`src/rtl/aes_ctr_frame_builder_pkg.sv`:
```
// rtl/aes_ctr_frame_builder_pkg.sv - shared AES constants, FSM state type and popcount helper
package aes_ctr_frame_builder_pkg;

    localparam int BLOCK_SIZE = 128;
    localparam int KEY_LENGTH = 256;
    localparam int KEEP_WIDTH = BLOCK_SIZE / 8;

    // One-hot frame builder states
    typedef enum logic [5:0] {
        ST_IDLE    = 6'b000001,
        ST_KEY_LO  = 6'b000010,
        ST_KEY_HI  = 6'b000100,
        ST_COUNTER = 6'b001000,
        ST_GATHER  = 6'b010000,
        ST_EMIT    = 6'b100000
    } state_t;

    // Number of set bits in a byte-enable vector (up to one block of lanes)
    function automatic logic [4:0] popcount(input logic [KEEP_WIDTH-1:0] v);
        logic [4:0] n;
        n = '0;
        for (int i = 0; i < KEEP_WIDTH; i++) begin
            n = n + 5'(v[i]);
        end
        return n;
    endfunction

endpackage

```
`src/rtl/aes_ctr_frame_builder_if.sv`:
```
// rtl/aes_ctr_frame_builder_if.sv - AXI-Stream style bundle with master/slave modports
interface aes_ctr_frame_builder_if #(
    parameter int DATA_WIDTH = 128
);

    logic                    tvalid;
    logic                    tready;
    logic [DATA_WIDTH-1:0]   tdata;
    logic [DATA_WIDTH/8-1:0] tkeep;
    logic                    tlast;
    logic                    tuser;

    modport master (
        output tvalid, tdata, tkeep, tlast, tuser,
        input  tready
    );

    modport slave (
        input  tvalid, tdata, tkeep, tlast, tuser,
        output tready
    );

endinterface

```
`src/rtl/aes_word_packer.sv`:
```
// rtl/aes_word_packer.sv - assembles narrow payload words into one 128-bit text block
module aes_word_packer
    import aes_ctr_frame_builder_pkg::*;
#(
    parameter int IN_WIDTH = 32
) (
    input  logic                  Clk,
    input  logic                  Rst,
    input  logic                  clear,
    input  logic                  write,
    input  logic [IN_WIDTH-1:0]   data,
    input  logic [IN_WIDTH/8-1:0] keep,
    input  logic                  last_in,
    output logic [BLOCK_SIZE-1:0] block,
    output logic [KEEP_WIDTH-1:0] block_keep,
    output logic                  last,
    output logic                  full
);

    localparam int SLOTS = BLOCK_SIZE / IN_WIDTH;
    localparam int KW    = IN_WIDTH / 8;
    localparam int IDX_W = $clog2(SLOTS);

    logic [IDX_W-1:0] idx;

    // The next write lands in the final slot of the block
    assign full = (idx == IDX_W'(SLOTS - 1));

    // Slot writes; a block closes on tlast or when the last slot is filled
    always_ff @(posedge Clk) begin
        if (Rst || clear) begin
            block      <= '0;
            block_keep <= '0;
            last       <= 1'b0;
            idx        <= '0;
        end else if (write) begin
            block[idx*IN_WIDTH +: IN_WIDTH] <= data;
            block_keep[idx*KW +: KW]        <= keep;
            if (last_in || full) begin
                idx  <= '0;
                last <= last_in;
            end else begin
                idx <= idx + IDX_W'(1);
            end
        end
    end

endmodule

```
`src/rtl/aes_ctr_frame_builder.sv`:
```
// rtl/aes_ctr_frame_builder.sv - frames payload as key-lo/key-hi/IV headers plus text blocks; option AES_FRAME_BYTE_COUNT_EN
module aes_ctr_frame_builder
    import aes_ctr_frame_builder_pkg::*;
#(
    parameter int IN_WIDTH = 32
) (
    input  logic                  Clk,
    input  logic                  Rst,
    input  logic [KEY_LENGTH-1:0] Cfg_key,
    input  logic [BLOCK_SIZE-1:0] Cfg_iv,
    input  logic                  Cfg_encrypt,
`ifdef AES_FRAME_BYTE_COUNT_EN
    output logic [31:0]           Frame_bytes,
    output logic                  Frame_done,
`endif
    aes_ctr_frame_builder_if.slave  S_axis,
    aes_ctr_frame_builder_if.master M_axis
);

    state_t                  state;
    logic [BLOCK_SIZE-1:0]   key_hi_q;
    logic [BLOCK_SIZE-1:0]   iv_q;
    logic [BLOCK_SIZE-1:0]   hdr_data_q;
    logic [KEEP_WIDTH-1:0]   hdr_keep_q;
    logic                    m_tvalid_q;
    logic                    m_tuser_q;
    logic                    s_tready_q;

    logic                    s_accept;
    logic                    m_fire;
    logic                    pk_clear;
    logic                    pk_write;
    logic [BLOCK_SIZE-1:0]   pk_block;
    logic [KEEP_WIDTH-1:0]   pk_keep;
    logic                    pk_last;
    logic                    pk_full;

    assign s_accept = S_axis.tvalid & s_tready_q;
    assign m_fire   = m_tvalid_q & M_axis.tready;
    assign pk_write = (state == ST_GATHER) & s_accept;
    assign pk_clear = (state == ST_EMIT) & m_fire;

    aes_word_packer #(
        .IN_WIDTH (IN_WIDTH)
    ) u_packer (
        .Clk        (Clk),
        .Rst        (Rst),
        .clear      (pk_clear),
        .write      (pk_write),
        .data       (S_axis.tdata),
        .keep       (S_axis.tkeep),
        .last_in    (S_axis.tlast),
        .block      (pk_block),
        .block_keep (pk_keep),
        .last       (pk_last),
        .full       (pk_full)
    );

    // Text blocks come straight from the packer registers, which are frozen while in ST_EMIT
    assign M_axis.tvalid = m_tvalid_q;
    assign M_axis.tdata  = (state == ST_EMIT) ? pk_block : hdr_data_q;
    assign M_axis.tkeep  = (state == ST_EMIT) ? pk_keep  : hdr_keep_q;
    assign M_axis.tlast  = (state == ST_EMIT) & pk_last;
    assign M_axis.tuser  = m_tuser_q;
    assign S_axis.tready = s_tready_q;

    // Frame sequencing: config latch, three header beats, then gather/emit per block
    always_ff @(posedge Clk) begin
        if (Rst) begin
            state      <= ST_IDLE;
            key_hi_q   <= '0;
            iv_q       <= '0;
            hdr_data_q <= '0;
            hdr_keep_q <= '0;
            m_tvalid_q <= 1'b0;
            m_tuser_q  <= 1'b0;
            s_tready_q <= 1'b0;
        end else begin
            case (state)
                ST_IDLE: begin
                    if (S_axis.tvalid) begin
                        key_hi_q   <= Cfg_key[KEY_LENGTH-1:BLOCK_SIZE];
                        iv_q       <= Cfg_iv;
                        m_tuser_q  <= Cfg_encrypt;
                        hdr_data_q <= Cfg_key[BLOCK_SIZE-1:0];
                        hdr_keep_q <= '1;
                        m_tvalid_q <= 1'b1;
                        state      <= ST_KEY_LO;
                    end
                end
                ST_KEY_LO: begin
                    if (m_fire) begin
                        hdr_data_q <= key_hi_q;
                        state      <= ST_KEY_HI;
                    end
                end
                ST_KEY_HI: begin
                    if (m_fire) begin
                        hdr_data_q <= iv_q;
                        state      <= ST_COUNTER;
                    end
                end
                ST_COUNTER: begin
                    if (m_fire) begin
                        m_tvalid_q <= 1'b0;
                        hdr_keep_q <= '0;
                        s_tready_q <= 1'b1;
                        state      <= ST_GATHER;
                    end
                end
                ST_GATHER: begin
                    if (s_accept && (S_axis.tlast || pk_full)) begin
                        s_tready_q <= 1'b0;
                        m_tvalid_q <= 1'b1;
                        state      <= ST_EMIT;
                    end
                end
                ST_EMIT: begin
                    if (m_fire) begin
                        m_tvalid_q <= 1'b0;
                        if (pk_last) begin
                            state <= ST_IDLE;
                        end else begin
                            s_tready_q <= 1'b1;
                            state      <= ST_GATHER;
                        end
                    end
                end
                default: begin
                    state      <= ST_IDLE;
                    m_tvalid_q <= 1'b0;
                    s_tready_q <= 1'b0;
                end
            endcase
        end
    end

`ifdef AES_FRAME_BYTE_COUNT_EN
    assign Frame_done = pk_clear & pk_last;

    // Payload byte tally, restarted whenever a new frame leaves ST_IDLE
    always_ff @(posedge Clk) begin
        if (Rst) begin
            Frame_bytes <= '0;
        end else if ((state == ST_IDLE) && S_axis.tvalid) begin
            Frame_bytes <= '0;
        end else if (s_accept) begin
            Frame_bytes <= Frame_bytes + 32'(popcount(KEEP_WIDTH'(S_axis.tkeep)));
        end
    end
`endif

endmodule

```
`src/flat_wrapper.sv`:
```
// flat-port wrapper written by rule: the top's interface ports become plain ports
module aes_ctr_frame_builder_flat import aes_ctr_frame_builder_pkg::*;
#(
    parameter int IN_WIDTH = 32
)
  (Clk, Rst, Cfg_key, Cfg_iv, Cfg_encrypt, S_axis_tvalid, S_axis_tdata, S_axis_tkeep, S_axis_tlast, S_axis_tuser, S_axis_tready, M_axis_tvalid, M_axis_tdata, M_axis_tkeep, M_axis_tlast, M_axis_tuser, M_axis_tready);
  aes_ctr_frame_builder_if #(.DATA_WIDTH(IN_WIDTH)) S_axis_i ();
  aes_ctr_frame_builder_if #(.DATA_WIDTH(128)) M_axis_i ();
  input  logic Clk;
  input  logic Rst;
  input  logic [KEY_LENGTH-1:0] Cfg_key;
  input  logic [BLOCK_SIZE-1:0] Cfg_iv;
  input  logic Cfg_encrypt;
  input wire logic [$bits(S_axis_i.tvalid)-1:0] S_axis_tvalid;
  input wire logic [$bits(S_axis_i.tdata)-1:0] S_axis_tdata;
  input wire logic [$bits(S_axis_i.tkeep)-1:0] S_axis_tkeep;
  input wire logic [$bits(S_axis_i.tlast)-1:0] S_axis_tlast;
  input wire logic [$bits(S_axis_i.tuser)-1:0] S_axis_tuser;
  output wire logic [$bits(S_axis_i.tready)-1:0] S_axis_tready;
  output wire logic [$bits(M_axis_i.tvalid)-1:0] M_axis_tvalid;
  output wire logic [$bits(M_axis_i.tdata)-1:0] M_axis_tdata;
  output wire logic [$bits(M_axis_i.tkeep)-1:0] M_axis_tkeep;
  output wire logic [$bits(M_axis_i.tlast)-1:0] M_axis_tlast;
  output wire logic [$bits(M_axis_i.tuser)-1:0] M_axis_tuser;
  input wire logic [$bits(M_axis_i.tready)-1:0] M_axis_tready;
  assign S_axis_i.tvalid = S_axis_tvalid;
  assign S_axis_i.tdata = S_axis_tdata;
  assign S_axis_i.tkeep = S_axis_tkeep;
  assign S_axis_i.tlast = S_axis_tlast;
  assign S_axis_i.tuser = S_axis_tuser;
  assign S_axis_tready = S_axis_i.tready;
  assign M_axis_tvalid = M_axis_i.tvalid;
  assign M_axis_tdata = M_axis_i.tdata;
  assign M_axis_tkeep = M_axis_i.tkeep;
  assign M_axis_tlast = M_axis_i.tlast;
  assign M_axis_tuser = M_axis_i.tuser;
  assign M_axis_i.tready = M_axis_tready;
  aes_ctr_frame_builder #(.IN_WIDTH(IN_WIDTH)) u_core (.Clk(Clk), .Rst(Rst), .Cfg_key(Cfg_key), .Cfg_iv(Cfg_iv), .Cfg_encrypt(Cfg_encrypt), .S_axis(S_axis_i), .M_axis(M_axis_i));
endmodule
```
`config.mk`:
```
export PLATFORM = sky130hd
export DESIGN_NAME = aes_ctr_frame_builder_flat
export DESIGN_NICKNAME = d
export VERILOG_FILES = /design/src/rtl/aes_ctr_frame_builder_pkg.sv /design/src/rtl/aes_ctr_frame_builder_if.sv /design/src/rtl/aes_word_packer.sv /design/src/rtl/aes_ctr_frame_builder.sv /design/src/flat_wrapper.sv
export SDC_FILE = /design/constraint.sdc
export NUM_CORES = 1
export LEC_CHECK = 0
export ABC_CLOCK_PERIOD_IN_PS = 5980
export CAP_MARGIN = 10
export CORE_AREA = 2 2 224 226
export CTS_CLUSTER_DIAMETER = 120
export CTS_CLUSTER_SIZE = 30
export DETAILED_ROUTE_END_ITERATION = 12
export DIE_AREA = 0 0 226 228
export PLACE_DENSITY = 0.8
export SETUP_SLACK_MARGIN = 0.5
export SLEW_MARGIN = 10
export SYNTH_ARGS = -nofsm -noshare
export SYNTH_HDL_FRONTEND = slang
export SYNTH_SLANG_ARGS = --single-unit
```
`constraint.sdc`:
```
create_clock -name Clk -period 5.98 [get_ports Clk]
set_input_delay 1.196 -clock Clk [delete_from_list [all_inputs] [get_ports Clk]]
set_output_delay 1.196 -clock Clk [all_outputs]
set_load 0.005 [all_outputs]
```
==> metrics.md <==
| Metric | Value |
|---|---|
| CTS tree | yes |
| CTS clk-pin slew, worst paths | 0.12 ns |
| Status | complete, no violations |
| RSZ-0062 raised after global routing | false |
| Crit Path Max Fanout | 77 |
| Synthesized area | 24660 um2 |
| Layout cell share with drive strength beyond 1 | 0.04433 |
| Die width | 226 um |
| HPWL after DPL | 57.94 mm |
| Worst r2r src | u_core.state[5] |
| Clock buffer depth | 3 |
| First-pass GRT wire length | 133.3 mm |
| Post-synthesis simple-gate area fraction | 0.2758 |
| Critical path class | reg -> out |
| Reg power frac | 0.496 |
| Die area | 51530 um2 |
| Nets | 4086 |
| Syn nets | 3756 |
| TritonCTS buffer count | 22 |
| Pin count of the biggest net entering global routing | 179 |
| Complex-gate fraction of the synthesized area | 0.1681 |
| Commonest non-fill, non-tap cell in the layout | nand2_1 |
| WL met3 | 7.953 mm |
| H-tree depth | 1 |
| Ys flop type | dfxtp_1 |
| Via density | 5.727 |
| Grt ovf | 0 |
| Cts hold-fix bufs | 0 |
| Gr usage total | 0.3336 |
| # rows | 82 |
| Post-CTS sizing | 0 |
| Fmax | 0.1983 GHz |
| Crit. End Element | output port |
| Min cycle time layout | 5.043 ns |
| Clock share of power | 0.229 |
| Final Hold Fails | 0 |
| Slew HR | 0.1969 |
| Synth warnings | 0 |
| Tcrit/Tclk final | 0.8433 |
| Worst Skew | 0.04288 ns |
| FF+latch count, synth | 541 |
| Worst endpoint data arrival time | 3.85 ns |
| Worst EP required | 4.78 ns |
| 1st-iter DRT viols | 2507 |
| Number of antenna violations at the first check in global routing | 6 |
| Worst-margin pin slew | 1.203 ns |
| Register area share after synthesis | 0.4392 |
| CTS sink cnt | 541 |
| Largest family of logic cells by synthesized area | simple AND/OR/NAND/NOR gates |
| Placeable Area | 49350 um2 |
| Wl on met1 | 37.46 mm |
| Die Height | 228 um |
| Vias in the first global route | 22660 |
| Dpl cells | 4301 |
| Leakage | 11.58 nW |
| Post-Synth XOR/XNOR Area | 0.001370 |
| Post-synthesis adder-cell area fraction | 0.003044 |
| Sw frac | 0.3163 |
| Worst hold path class | reg -> reg |
| Clock latency on the worst-skew pair | 0.59 ns |
| Final setup violation count | 0 |
| P&R area growth vs syn | 25.27% |
| Crit path from | u_core.state[1] |
| Root Buffer | clkbuf_16 |
| Post-synth EDFFs | 0 |
| HP Start | u_core.u_packer.block[62] |
| Logic gate share of total power | 0.275 |
| Post-CTS Setup Bufs | 0 |
| Critical Path Source Type | register |
| DRC violations left | 0 |
| Max Used Layer | met5 |
| Starting density of the core | 0.4997 |
| Synth cell types | 52 |
| Placer Congestion | 0.9199 |
| Synthesized area per cell | 7.421 um2 |
| Setup TNS | 0 ns |
| Power per Cell Area | 266.7 nW/um2 |
| DR WL/cell | 20.76 um |
| Final Slew Violations | 0 |
| Total Routed Length | 89.90 mm |
| Ports | 575 |
| Max Cap Viol | 0 |
| Detailed Routing Iterations Pass 1 | 5 |
| DR vias | 24800 |
| Most frequent cells in the layout | nand2_1, clkdlybuf4s50_1, dfxtp_1 |
| Port bufs | 573 |
| Post-synthesis instance total | 3323 |
| Worst vdd ir | 0.2675 mV |
| DRT antenna net count | 0 |
| Non-Filler Instances | 4330 |
| Met2 wire len | 40.38 mm |
| Mux cell area share after synthesis | 0.05277 |
| Async S/R FF share, synth | 0 |
| Psw | 2.606 mW |
| Internal Pwr Total | 5.634 mW |
## area by class of cell
| class | instances | area [um2] |
|---|---|---|
| inverter | 4 | 20.02 |
| antenna | 4 | 10.01 |
| clock buffer | 24 | 579.3 |
| tap | 672 | 840.8 |
| fill | 4525 | 18460 |
| multi-input combinational | 2467 | 12460 |
| sequential | 541 | 10830 |
| clock inverter | 1 | 30.03 |
| timing repair buffer | 617 | 6121 |
## logic make-up (layout without fill, tap and decap cells)
family | Yosys count | in the layout
AND/OR/NAND/NOR | 1629 | 1629
AO/OA/AOI/OAI | 699 | 699
flip-flops | 541 | 541
buffers and inverters | 315 | 646
multiplexers | 130 | 130
adder cells (fa/ha/maj) | 6 | 6
XOR/XNOR | 3 | 3
other | 0 | 4
## routing by layer
metal	vias up	track usage
li1	11810	-
met1	11690	0.4471
met2	1096	0.5178
met3	193	0.07174
met4	4	0.1434
met5	-	0
## final timing paths
| check | to | slack, ns | depth (start not counted) |
|---|---|---|---|
| max | M_axis_tdata[106] | 0.94 | 8 |
| min | u_core.u_packer.block[62] | 0.46 | 2 |
| max reg2reg | u_core.hdr_data_q[86] | 2.39 | 6 |
| min reg2reg | u_core.u_packer.block[62] | 0.46 | 2 |
## power by group through the flow
stage | Clock [mW] | Combinational, mW | Sequential, mW
floorplan | 0 | 1.31 | 4.12
detailed placement | 0 | 2.25 | 4.16
global route | 2.03 | 2.43 | 4.12
finish | 1.88 | 2.27 | 4.09
global placement | 0 | 2.23 | 4.15
CTS | 1.91 | 2.26 | 4.08
## flip-flops by register name, summed over array words and instances (netlist names)
name                        flops
u_core.u_packer.block_keep     16
u_core.hdr_keep_q               1
u_core.state                    6
u_core.u_packer.last            1
u_core.u_packer.block         128
u_core.S_axis.tready            1
u_core.iv_q                   128
u_core.hdr_data_q             128
u_core.key_hi_q               128
u_core.u_packer.idx             2
u_core.M_axis.tuser             1
u_core.M_axis.tvalid            1
## per-stage QoR
step | instance area (um2) | hold slack [ns] | power, mW | worst slack [ns] | util
after global placement | 30270 | 0.4373 | 6.377 | 1.589 | 0.6135
after floorplan | 24660 | 0.4319 | 5.423 | 2.871 | -
after global routing | 30890 | 0.4735 | 8.588 | 0.7267 | 0.6260
final | 30890 | 0.4591 | 8.240 | 0.9368 | 0.6260
after detailed placement | 30270 | 0.4418 | 6.409 | 1.525 | 0.6135
after CTS | 30880 | 0.4583 | 8.248 | 0.8647 | 0.6258
## Yosys cell counts, drive strengths merged, types with 3 or more instances
cell type	number	area, um2
nand2	1178	4422
dfxtp	541	10830
a21oi	405	2027
nand3	354	1772
clkbuf	224	840.8
mux2i	130	1301
o21ai	105	525.5
a31o	104	910.9
buf	87	615.6
and3	51	319.1
o31ai	25	187.7
a21boi	24	180.2
a21o	17	127.6
nor2	8	32.54
ha	6	75.07
nand4	6	37.54
nor2b	6	37.54
and2	5	31.28
o211ai	5	37.54
and4	4	35.03
nor3	4	20.02
nor4	4	25.02
inv	3	11.26
nand2b	3	18.77
## critical path: stages (launching register included)
cell and delay [ns]:
dfxtp_1 0.74, nor4_1 0.14, buf_4 0.20, nand2_4 0.05, buf_4 0.63, buf_4 0.67, nand2_1 0.13, nand2_1 0.10
clkdlybuf4s50_1 0.53
(Power assumes the default switching activity.)
